File: src/rtl/product_accumulator.sv
// Purpose: sums COUNT upstream products per batch and hands the total downstream.
// Latency: a product lands in suma/n_prod one edge after Done_Flag is sampled high.
// Backpressure: while a result awaits ack_suma, ack stays low so upstream holds its product.
module product_accumulator #(
  parameter int WIDTH     = 128,
  parameter int ACC_GUARD = 8,
  parameter int COUNT     = 4
) (
  input  logic                         clk,
  input  logic                         reset,
  input  logic [WIDTH-1:0]             producto,
  input  logic                         Done_Flag,
  output logic                         ack,
  output logic [WIDTH+ACC_GUARD-1:0]   suma,
  output logic                         valid_suma,
  input  logic                         ack_suma,
  output logic [7:0]                   n_prod,
  output logic                         overflow
);

  localparam int SW = WIDTH + ACC_GUARD;
  localparam logic [7:0] COUNT_U8 = 8'(COUNT);

  // SYNC swallows any product left pending across a reset; RELEASE waits out ack_suma.
  typedef enum logic [2:0] {
    SYNC    = 3'd0,
    IDLE    = 3'd1,
    HOLD    = 3'd2,
    PRESENT = 3'd3,
    RELEASE = 3'd4
  } state_t;

  state_t          state_q;
  state_t          state_d;
  logic            ack_d;
  logic            valid_d;
  logic            ovf_d;
  logic [SW-1:0]   suma_d;
  logic [7:0]      n_prod_d;
  logic [SW:0]     sum_ext;

  // One bit wider than the accumulator so the carry-out is visible.
  assign sum_ext = {1'b0, suma} + {{(ACC_GUARD + 1){1'b0}}, producto};

  // Next-state and next-output logic; every register holds unless a state acts on it.
  always_comb begin
    state_d  = state_q;
    ack_d    = ack;
    valid_d  = valid_suma;
    ovf_d    = overflow;
    suma_d   = suma;
    n_prod_d = n_prod;
    case (state_q)
      SYNC: begin
        if (!Done_Flag) state_d = IDLE;
      end
      IDLE: begin
        if (Done_Flag) begin
          suma_d   = sum_ext[SW-1:0];
          ovf_d    = overflow | sum_ext[SW];
          n_prod_d = n_prod + 8'd1;
          ack_d    = 1'b1;
          state_d  = HOLD;
        end
      end
      HOLD: begin
        // Only the falling Done_Flag ends a product, so a long pulse adds once.
        if (!Done_Flag) begin
          ack_d = 1'b0;
          if (n_prod == COUNT_U8) begin
            valid_d = 1'b1;
            state_d = PRESENT;
          end else begin
            state_d = IDLE;
          end
        end
      end
      PRESENT: begin
        if (ack_suma) begin
          valid_d = 1'b0;
          state_d = RELEASE;
        end
      end
      RELEASE: begin
        if (!ack_suma) begin
          suma_d   = '0;
          n_prod_d = 8'd0;
          ovf_d    = 1'b0;
          state_d  = IDLE;
        end
      end
      default: begin
        state_d = SYNC;
      end
    endcase
  end

  // State and output registers; reset overrides everything.
  always_ff @(posedge clk) begin
    if (reset) begin
      state_q    <= SYNC;
      ack        <= 1'b0;
      valid_suma <= 1'b0;
      overflow   <= 1'b0;
      suma       <= '0;
      n_prod     <= 8'd0;
    end else begin
      state_q    <= state_d;
      ack        <= ack_d;
      valid_suma <= valid_d;
      overflow   <= ovf_d;
      suma       <= suma_d;
      n_prod     <= n_prod_d;
    end
  end

endmodule
File: config.mk
export PLATFORM = sky130hd
export DESIGN_NAME = product_accumulator
export DESIGN_NICKNAME = d
export VERILOG_FILES = /design/src/rtl/product_accumulator.sv
export SDC_FILE = /design/constraint.sdc
export NUM_CORES = 1
export LEC_CHECK = 0
export CAP_MARGIN = 20
export CORE_MARGIN = 4
export CORE_UTILIZATION = 58
export CTS_CLUSTER_DIAMETER = 60
export DETAILED_ROUTE_END_ITERATION = 8
export GPL_TIMING_DRIVEN = 1
export PLACE_DENSITY = 0.95
export SYNTH_ARGS = -nofsm -noshare
export SYNTH_HDL_FRONTEND = slang
export SYNTH_SLANG_ARGS = --single-unit
File: constraint.sdc
create_clock -name clk -period 14.2 [get_ports clk]
set_input_delay 4.26 -clock clk [delete_from_list [all_inputs] [get_ports clk]]
set_output_delay 4.26 -clock clk [all_outputs]
set_load 0.02 [all_outputs]
==> impl_metrics.xml, run 1 <==
<?xml version="1.0" encoding="UTF-8"?>
<metrics>
  <group name="power">
    <metric name="p_per_area" unit="nW/µm²">87.0</metric>
    <metric name="p_total" unit="mW">1.49</metric>
    <metric name="power.share.switching" unit="">0.379</metric>
    <metric name="switching_component_of_the_power" unit="mW">0.567</metric>
    <metric name="ir_drop" unit="mV">0.0588</metric>
    <metric name="cellLeakagePower" unit="nW">6.80</metric>
    <metric name="internal_power" unit="mW">0.928</metric>
    <metric name="power.combinational.fraction" unit="">0.350</metric>
    <metric name="power_frac_clock" unit="">0.335</metric>
    <metric name="share_seq_of_total_power" unit="">0.315</metric>
  </group>
  <group name="routing">
    <metric name="detail_route.wl_per_cell" unit="µm">21.2</metric>
    <metric name="antenna_violating_nets_post_route" unit="">0</metric>
    <metric name="first_pass_iters" unit="">9</metric>
    <metric name="vias_per_cell" unit="">6.51</metric>
    <metric name="detailroute.via_count" unit="">15932</metric>
    <metric name="drc_errors" unit="">0</metric>
    <metric name="drt_wl_total" unit="µm">52000</metric>
    <metric name="initialDrtViolationCount" unit="">1938</metric>
  </group>
  <group name="setup_path">
    <metric name="critical_path.startpoint_type" unit="">input port</metric>
    <metric name="endpoint" unit="">suma[106]</metric>
    <metric name="reg2reg_from" unit="">suma[0]</metric>
    <metric name="r2r-end" unit="">suma[106]</metric>
    <metric name="critical_path.slowest_cell" unit="">o31ai_1</metric>
    <metric name="cp-startpoint" unit="">producto[0]</metric>
    <metric name="worst_setup_path_category" unit="">input port to flop</metric>
    <metric name="rrSetupSlack" unit="ns">9.75</metric>
    <metric name="cpLargestDelayFamily" unit="">compound AO/OA/AOI/OAI gates</metric>
    <metric name="worst-endpoint-arrival" unit="ns">8.68</metric>
    <metric name="cp_num_cells" unit="">15</metric>
    <metric name="timing.critical_path.cells" unit="">clkdlybuf4s50_1, ha_1, inv_1, fa_1, nand2b_1, a21oi_1, o211ai_1, a31oi_2, nand4_1, a2111o_1, and2_1, o31ai_1, a31oi_1, xnor2_1, o21ai_0</metric>
    <metric name="critical_path.endpoint_type" unit="">flop</metric>
    <metric name="r2r.worst_path.cells" unit="">14</metric>
    <metric name="buffers_and_inverters_on_the_worst_path" unit="">2</metric>
    <metric name="critPathMaxStageDelay" unit="ns">0.80</metric>
    <metric name="worst_ep_required_time" unit="ns">14.51</metric>
    <metric name="critPathMaxFanout" unit="">3</metric>
  </group>
  <group name="placed_design">
    <metric name="post-place-cells" unit="">2414</metric>
    <metric name="pre_cts_slack" unit="ns">5.55</metric>
    <metric name="globalplace.congestion" unit="">1.06</metric>
    <metric name="port_buffers" unit="">278</metric>
    <metric name="detailed_place_hpwl" unit="µm">41200</metric>
  </group>
  <group name="logic_synthesis">
    <metric name="synth_compound_gate_area_share" unit="">0.321</metric>
    <metric name="synth_top_family_by_area" unit="">compound AO/OA/AOI/OAI gates</metric>
    <metric name="synth_async_sr_flop_share" unit="">0</metric>
    <metric name="xor_xnor_fraction_of_synth_area" unit="">0.0822</metric>
    <metric name="synth_simple_gate_area_share" unit="">0.214</metric>
    <metric name="netlist-cell-type-count" unit="">79</metric>
    <metric name="synth.largest_area_cell" unit="">dfxtp_1</metric>
    <metric name="synth.top_cells.by_area" unit="">dfxtp_1 (22%), ha_1 (12%), a21oi_1 (8.2%), o21ai_0 (6.6%), nand2_1 (6.2%)</metric>
    <metric name="synthesis.instances" unit="">1914</metric>
    <metric name="netlist_area" unit="µm²">13800</metric>
    <metric name="number_of_flops_mapped_to_enable_cells_by_yosys" unit="">0</metric>
    <metric name="yosys_warning_total" unit="">0</metric>
    <metric name="postSynthNetCount" unit="">2177</metric>
    <metric name="adder_cell_share_of_the_synthesized_area" unit="">0.120</metric>
    <metric name="synth-seq-area-share" unit="">0.218</metric>
    <metric name="post_synth_mux_area_share" unit="">0.00146</metric>
    <metric name="ys_ff_latch" unit="">150</metric>
    <metric name="post_synth.cell_area_avg" unit="µm²">7.19</metric>
    <metric name="synth_top_cell_area_share" unit="">0.218</metric>
    <metric name="synth_flop_cell" unit="">dfxtp_1</metric>
  </group>
  <group name="timing">
    <metric name="max_slew_margin" unit="">0.232</metric>
    <metric name="totalNegativeSetupSlack" unit="ns">0</metric>
    <metric name="finalMaxSlewViolations" unit="">0</metric>
    <metric name="top_achievable_clock_speed" unit="GHz">0.120</metric>
    <metric name="setup_viol_count_final" unit="">0</metric>
    <metric name="rsz_0062_raised_after_global_routing" unit="">false</metric>
    <metric name="tightestPinTransition" unit="ns">1.15</metric>
    <metric name="fin_crit" unit="ns">8.37</metric>
    <metric name="finalCritPeriodShare" unit="">0.589</metric>
    <metric name="skew" unit="ns">0.0192</metric>
    <metric name="final.setup.worst_slack" unit="ns">5.83</metric>
    <metric name="final_layout_worst_hold_slack" unit="ns">0.484</metric>
    <metric name="final_hold_viol_count" unit="">0</metric>
  </group>
  <group name="clock_network">
    <metric name="clock_tree.buffer_depth" unit="">2</metric>
    <metric name="insertion_delay_to_the_later_sink_of_the_worst_skew_pair" unit="ns">0.45</metric>
    <metric name="number_of_clock_buffers_inserted_by_tritoncts" unit="">17</metric>
    <metric name="clock-sinks" unit="">150</metric>
    <metric name="cts-htree-levels" unit="">4</metric>
    <metric name="clock-root-buffer" unit="">clkbuf_16</metric>
    <metric name="cts_hold_buffers" unit="">0</metric>
    <metric name="cts_resized" unit="">0</metric>
    <metric name="post-cts-setup-buffer-count" unit="">0</metric>
    <metric name="clk_pin_slew_worst_paths" unit="ns">0.07</metric>
    <metric name="tritoncts" unit="">done</metric>
  </group>
  <group name="die">
    <metric name="floorplan.rows" unit="">56</metric>
    <metric name="placeableCoreArea" unit="µm²">23400</metric>
    <metric name="starting_density_of_the_core" unit="">0.588</metric>
    <metric name="ios" unit="">279</metric>
    <metric name="die_w" unit="µm">162</metric>
    <metric name="die_area" unit="µm²">26200</metric>
    <metric name="die_h" unit="µm">162</metric>
  </group>
  <group name="cells_and_area">
    <metric name="antenna_cells_inserted" unit="">0</metric>
    <metric name="final_cell_count_no_fill" unit="">2446</metric>
    <metric name="area_delta_synth_final" unit="%">25.0</metric>
    <metric name="final_nets" unit="">2377</metric>
    <metric name="fraction_of_final_layout_cells_with_drive_strength_greater_than_1" unit="">0.0376</metric>
  </group>
  <group name="global_route">
    <metric name="grtUsageTotal" unit="">0.377</metric>
    <metric name="wire_length_of_the_first_global_routing_pass" unit="µm">80600</metric>
    <metric name="antenna_violations_before_repair" unit="">0</metric>
    <metric name="first_global_vias" unit="">15044</metric>
    <metric name="grt.overflow.total" unit="">0</metric>
    <metric name="grt_max_degree" unit="">78</metric>
  </group>
  <group name="min_path">
    <metric name="min-delay-path-class" unit="">flop to flop</metric>
  </group>
  <group name="flow_run">
    <metric name="max_cap_violations" unit="">0</metric>
  </group>
  <group name="outcome">
    <metric name="outcome" unit="">finished, final reports clean</metric>
  </group>
</metrics>
[layout make-up]
class | instances | area [µm²]
clock buffer | 18 | 439
clock inverter | 14 | 175
fill | 1903 | 6220
inverter | 50 | 188
multi-input combinational | 1612 | 10200
sequential | 150 | 3000
tap | 319 | 399
timing repair buffer | 283 | 2820
[through the flow]
stage | util | instance area [µm²]
3_3_place_gp | 0.708 | 16600
3_5_place_dp | 0.708 | 16600
6_report | 0.734 | 17200
5_1_grt | 0.734 | 17200
4_1_cts | 0.734 | 17200
2_1_floorplan | - | 13800
[synth_stat cells (5+ instances only)]
library cell / instances
a31oi_1: 17
buf_2: 18
clkbuf_1: 81
o21bai_1: 48
o31a_1: 5
a22o_1: 6
nor2_1: 210
dfxtp_1: 150
nand4_1: 69
xnor2_1: 80
ha_1: 130
a21boi_0: 12
o21ai_1: 5
or3_1: 12
a21o_1: 50
nor4_1: 8
o21ai_0: 182
o221ai_1: 9
nand2b_1: 16
nand3_1: 16
a32oi_1: 6
xor2_1: 49
or2_2: 12
o31ai_1: 11
o211ai_1: 11
and3_1: 7
and2_1: 8
o21a_1: 20
nor2b_1: 8
a21oi_1: 224
nor3_1: 26
a22oi_1: 58
inv_1: 50
nand2_1: 226
[layer usage]
metal	vias up	routed length, µm	track usage
met4	0	2360	0.151
li1	7381	-	-
met2	962	24000	0.625
met3	162	4840	0.0688
met5	-	0	0
met1	7427	20800	0.488
[sequential cells by signal, summed over array words and instances (netlist names)]
register,flops
ack,1
n_prod,8
overflow,1
state_q,3
suma,136
valid_suma,1
[worst register-to-register path, stage by stage (launching register included)]
cell      delay [ns]
dfxtp_1         0.36
ha_1            0.19
inv_1           0.06
fa_1            0.40
nand2b_1        0.21
a21oi_1         0.30
o211ai_1        0.21
a31oi_2         0.33
nand4_1         0.18
a2111o_1        0.50
and2_1          0.25
o31ai_1         0.81
a31oi_1         0.25
xnor2_1         0.19
o21ai_0         0.08
[power by group through the flow]
stage,logic [mW],registers (mW),clock network (mW)
2_1_floorplan,0.305,0.498,0
4_1_cts,0.511,0.470,0.499
5_1_grt,0.561,0.473,0.518
6_report,0.523,0.471,0.501
3_5_place_dp,0.507,0.480,0
3_3_place_gp,0.501,0.478,0
[how the worst min path moves through the flow]
stage | start | to | cells past startpoint
6_report | suma[101] | suma[101] | 2
2_1_floorplan | suma[124] | suma[124] | 2
3_5_place_dp | suma[101] | suma[101] | 2
3_3_place_gp | suma[119] | suma[119] | 2
4_1_cts | suma[98] | suma[98] | 2
5_1_grt | suma[65] | suma[65] | 2
[layout by cell type (no fill, tap or decap), drive strengths merged, types with 4 or more instances in the layout]
cell type,n
xnor2,80
a211oi,6
a22o,6
clkbuf,18
xor2,49
a221oi,4
nand3,16
o211ai,11
and2,10
o41ai,4
o221ai,9
o21a,20
clkdlybuf4s50,277
nand2b,16
nor3,27
a22oi,58
nor4,9
nor2b,8
or3,13
o31a,5
nand2,226
buf,6
and3,9
a21oi,226
o21ai,188
inv,60
ha,130
a21o,52
a31oi,18
or2,12
nand4,70
dfxtp,150
a21boi,13
nor2,210
nor4b,4
o21bai,48
o31ai,12
a32oi,6
[logic make-up after synthesis]
family,Yosys count
mux,2
flops,150
simple gates,642
buf+inv,152
fa+ha+maj,131
xor+xnor,129
compound gates,708
Power figures use the tool's default switching activity.
==> run 2, diff against run 1 <==
--- a/config.mk
+++ b/config.mk
@@ -7,11 +7,11 @@
 export LEC_CHECK = 0
 export CAP_MARGIN = 20
 export CORE_MARGIN = 4
-export CORE_UTILIZATION = 58
+export CORE_UTILIZATION = 53
 export CTS_CLUSTER_DIAMETER = 60
 export DETAILED_ROUTE_END_ITERATION = 8
 export GPL_TIMING_DRIVEN = 1
-export PLACE_DENSITY = 0.95
+export PLACE_DENSITY = 0.88
 export SYNTH_ARGS = -nofsm -noshare
 export SYNTH_HDL_FRONTEND = slang
 export SYNTH_SLANG_ARGS = --single-unit
==> constraint.sdc (replaced) <==
create_clock -name clk -period 8.15 [get_ports clk]
set_input_delay 2.445 -clock clk [delete_from_list [all_inputs] [get_ports clk]]
set_output_delay 2.445 -clock clk [all_outputs]
set_load 0.02 [all_outputs]
==> run 2 against run 1 <==
Wire length is 1.7% lower. Total power is 70% higher. Global-route usage is 3.4 points lower. Cell count is 0.49% higher. Sequential share of layout area hardly changed. Non-clock buffer count is 1 higher.
==> impl_metrics.xml, run 2 (synthesis results as in run 1) <==
<?xml version="1.0" encoding="UTF-8"?>
<metrics>
  <group name="timing">
    <metric name="setup_viol_count_final" unit="">0</metric>
    <metric name="fin_crit" unit="ns">6.48</metric>
    <metric name="max_slew_margin" unit="">0.359</metric>
    <metric name="final_hold_viol_count" unit="">0</metric>
    <metric name="finalCritPeriodShare" unit="">0.795</metric>
    <metric name="top_achievable_clock_speed" unit="GHz">0.154</metric>
    <metric name="skew" unit="ns">0.0157</metric>
    <metric name="finalMaxSlewViolations" unit="">0</metric>
    <metric name="tightestPinTransition" unit="ns">0.962</metric>
    <metric name="totalNegativeSetupSlack" unit="ns">0</metric>
    <metric name="rsz_0062_raised_after_global_routing" unit="">false</metric>
  </group>
  <group name="global_route">
    <metric name="first_global_vias" unit="">14951</metric>
    <metric name="wire_length_of_the_first_global_routing_pass" unit="µm">80400</metric>
    <metric name="grtUsageTotal" unit="">0.343</metric>
    <metric name="gr-usage-met1" unit="">0.448</metric>
    <metric name="grt.busiest_layer" unit="">met2</metric>
    <metric name="groute.layer.met2.usage" unit="">0.578</metric>
    <metric name="use_met3" unit="">0.0486</metric>
    <metric name="antenna_violations_before_repair" unit="">1</metric>
    <metric name="grt.overflow.total" unit="">0</metric>
    <metric name="grt_max_degree" unit="">78</metric>
  </group>
  <group name="placed_design">
    <metric name="globalplace.congestion" unit="">1.01</metric>
    <metric name="port_buffers" unit="">278</metric>
    <metric name="place_area" unit="µm²">16600</metric>
    <metric name="detailed_place_hpwl" unit="µm">40300</metric>
    <metric name="post-place-cells" unit="">2426</metric>
  </group>
  <group name="min_path">
    <metric name="whs_path_cells" unit="">2</metric>
    <metric name="worst_hold_startpoint" unit="">suma[105]</metric>
    <metric name="min_to" unit="">suma[105]</metric>
    <metric name="min-delay-path-class" unit="">flop to flop</metric>
  </group>
  <group name="die">
    <metric name="starting_density_of_the_core" unit="">0.543</metric>
    <metric name="ios" unit="">279</metric>
    <metric name="floorplan.rows" unit="">58</metric>
    <metric name="placeableCoreArea" unit="µm²">25300</metric>
    <metric name="die_area" unit="µm²">28600</metric>
    <metric name="die_w" unit="µm">169</metric>
    <metric name="die_h" unit="µm">169</metric>
  </group>
  <group name="clock_network">
    <metric name="cts-htree-levels" unit="">4</metric>
    <metric name="insertion_delay_to_the_later_sink_of_the_worst_skew_pair" unit="ns">0.45</metric>
    <metric name="cts_resized" unit="">0</metric>
    <metric name="post-cts-setup-buffer-count" unit="">0</metric>
    <metric name="cts_hold_buffers" unit="">0</metric>
    <metric name="number_of_clock_buffers_inserted_by_tritoncts" unit="">17</metric>
    <metric name="clock-root-buffer" unit="">clkbuf_16</metric>
    <metric name="clock_tree.buffer_depth" unit="">2</metric>
    <metric name="clock-sinks" unit="">150</metric>
    <metric name="clk_pin_slew_worst_paths" unit="ns">0.07</metric>
    <metric name="tritoncts" unit="">done</metric>
  </group>
  <group name="routing">
    <metric name="antenna_violating_nets_post_route" unit="">0</metric>
    <metric name="detail_route.wl_per_cell" unit="µm">20.8</metric>
    <metric name="initialDrtViolationCount" unit="">1699</metric>
    <metric name="drt_wl_total" unit="µm">51100</metric>
    <metric name="drc_errors" unit="">0</metric>
    <metric name="detailroute.via_count" unit="">15561</metric>
    <metric name="vias_per_cell" unit="">6.33</metric>
    <metric name="first_pass_iters" unit="">7</metric>
  </group>
  <group name="setup_path">
    <metric name="reg2reg_from" unit="">suma[43]</metric>
    <metric name="critical_path.endpoint_type" unit="">flop</metric>
    <metric name="r2r-end" unit="">suma[124]</metric>
    <metric name="critPathMaxFanout" unit="">7</metric>
    <metric name="critical_path.startpoint_type" unit="">input port</metric>
    <metric name="r2r.worst_path.cells" unit="">13</metric>
    <metric name="worst-endpoint-arrival" unit="ns">6.78</metric>
    <metric name="rrSetupSlack" unit="ns">3.80</metric>
    <metric name="worst_setup_path_category" unit="">input port to flop</metric>
    <metric name="worst_ep_required_time" unit="ns">8.45</metric>
  </group>
  <group name="flow_run">
    <metric name="max_cap_violations" unit="">0</metric>
  </group>
  <group name="cells_and_area">
    <metric name="area_delta_synth_final" unit="%">24.8</metric>
    <metric name="largest_register_ff_count" unit="">136</metric>
    <metric name="final_common_cell" unit="">clkdlybuf4s50_1</metric>
    <metric name="reg_top3" unit="">suma: 136 flops, n_prod: 8 flops, state_q: 3 flops</metric>
    <metric name="most_frequent_cells_in_the_layout" unit="">clkdlybuf4s50_1 (277), nand2_1 (226), a21oi_1 (224)</metric>
    <metric name="antenna_cells_inserted" unit="">0</metric>
    <metric name="fraction_of_final_layout_cells_with_drive_strength_greater_than_1" unit="">0.0381</metric>
    <metric name="max_flop_register" unit="">suma</metric>
    <metric name="fill_cells" unit="">2247</metric>
    <metric name="final_nets" unit="">2378</metric>
    <metric name="final_cell_area" unit="µm²">17200</metric>
    <metric name="final_cell_count_no_fill" unit="">2458</metric>
  </group>
  <group name="outcome">
    <metric name="outcome" unit="">finished, final reports clean</metric>
  </group>
  <group name="power">
    <metric name="p_per_area" unit="nW/µm²">148</metric>
    <metric name="ir_drop" unit="mV">0.155</metric>
    <metric name="p_total" unit="mW">2.54</metric>
    <metric name="cellLeakagePower" unit="nW">6.78</metric>
  </group>
</metrics>
-- run 2: power by group --
part | internal [mW] | leakage, nW | switching (mW)
clock | 0.438 | 0.278 | 0.380
combinational | 0.368 | 5.29 | 0.536
sequential | 0.775 | 1.22 | 0.0462
-- run 2: per-stage QoR --
step                      utilization  hold slack, ns  setup WS (ns)
after floorplan                     -           0.539           2.56
after global placement          0.655           0.462           1.28
after detailed placement        0.655           0.476           1.28
after CTS                       0.678           0.485           1.74
after global routing            0.678           0.509           1.49
final                           0.678           0.481           1.67
-- run 2: final cells by class --
cell class | count | area (µm²) | share of cell area
Clock buffer | 18 | 439 | 0.0256
Clock inverter | 14 | 138 | 0.00802
Inverter | 50 | 188 | 0.0109
Multi-Input combinational cell | 1612 | 10200 | 0.592
Sequential cell | 150 | 3000 | 0.175
Tap cell | 330 | 413 | 0.0240
Timing Repair Buffer | 284 | 2820 | 0.164
-- run 2: critical path, cell delays in order --
cell and delay [ns]:
clkdlybuf4s50_1 0.44, ha_1 0.42, a21o_1 0.24, o21bai_1 0.24, a21o_1 0.20, a21oi_1 0.25, o221ai_1 0.23, nor3_1 0.77
o21ai_1 0.30, a21oi_1 0.39, o211ai_1 0.35, a21o_1 0.30, xnor2_1 0.13, o21ai_1 0.07
-- run 2: worst max-delay path by stage --
stage / depth (start not counted) / from / endpoint
2_1_floorplan: 15 / producto[0] / suma[126]
3_3_place_gp: 14 / producto[43] / suma[124]
3_5_place_dp: 14 / producto[43] / suma[124]
4_1_cts: 14 / producto[43] / suma[124]
5_1_grt: 14 / producto[43] / suma[124]
6_report: 14 / producto[43] / suma[124]
-- run 2: per-layer routing --
metal  part of all wire  wire length, µm
met3              0.075             3850
met2               0.47            23900
met5            0.00025               13
met1               0.42            21500
met4              0.035             1810
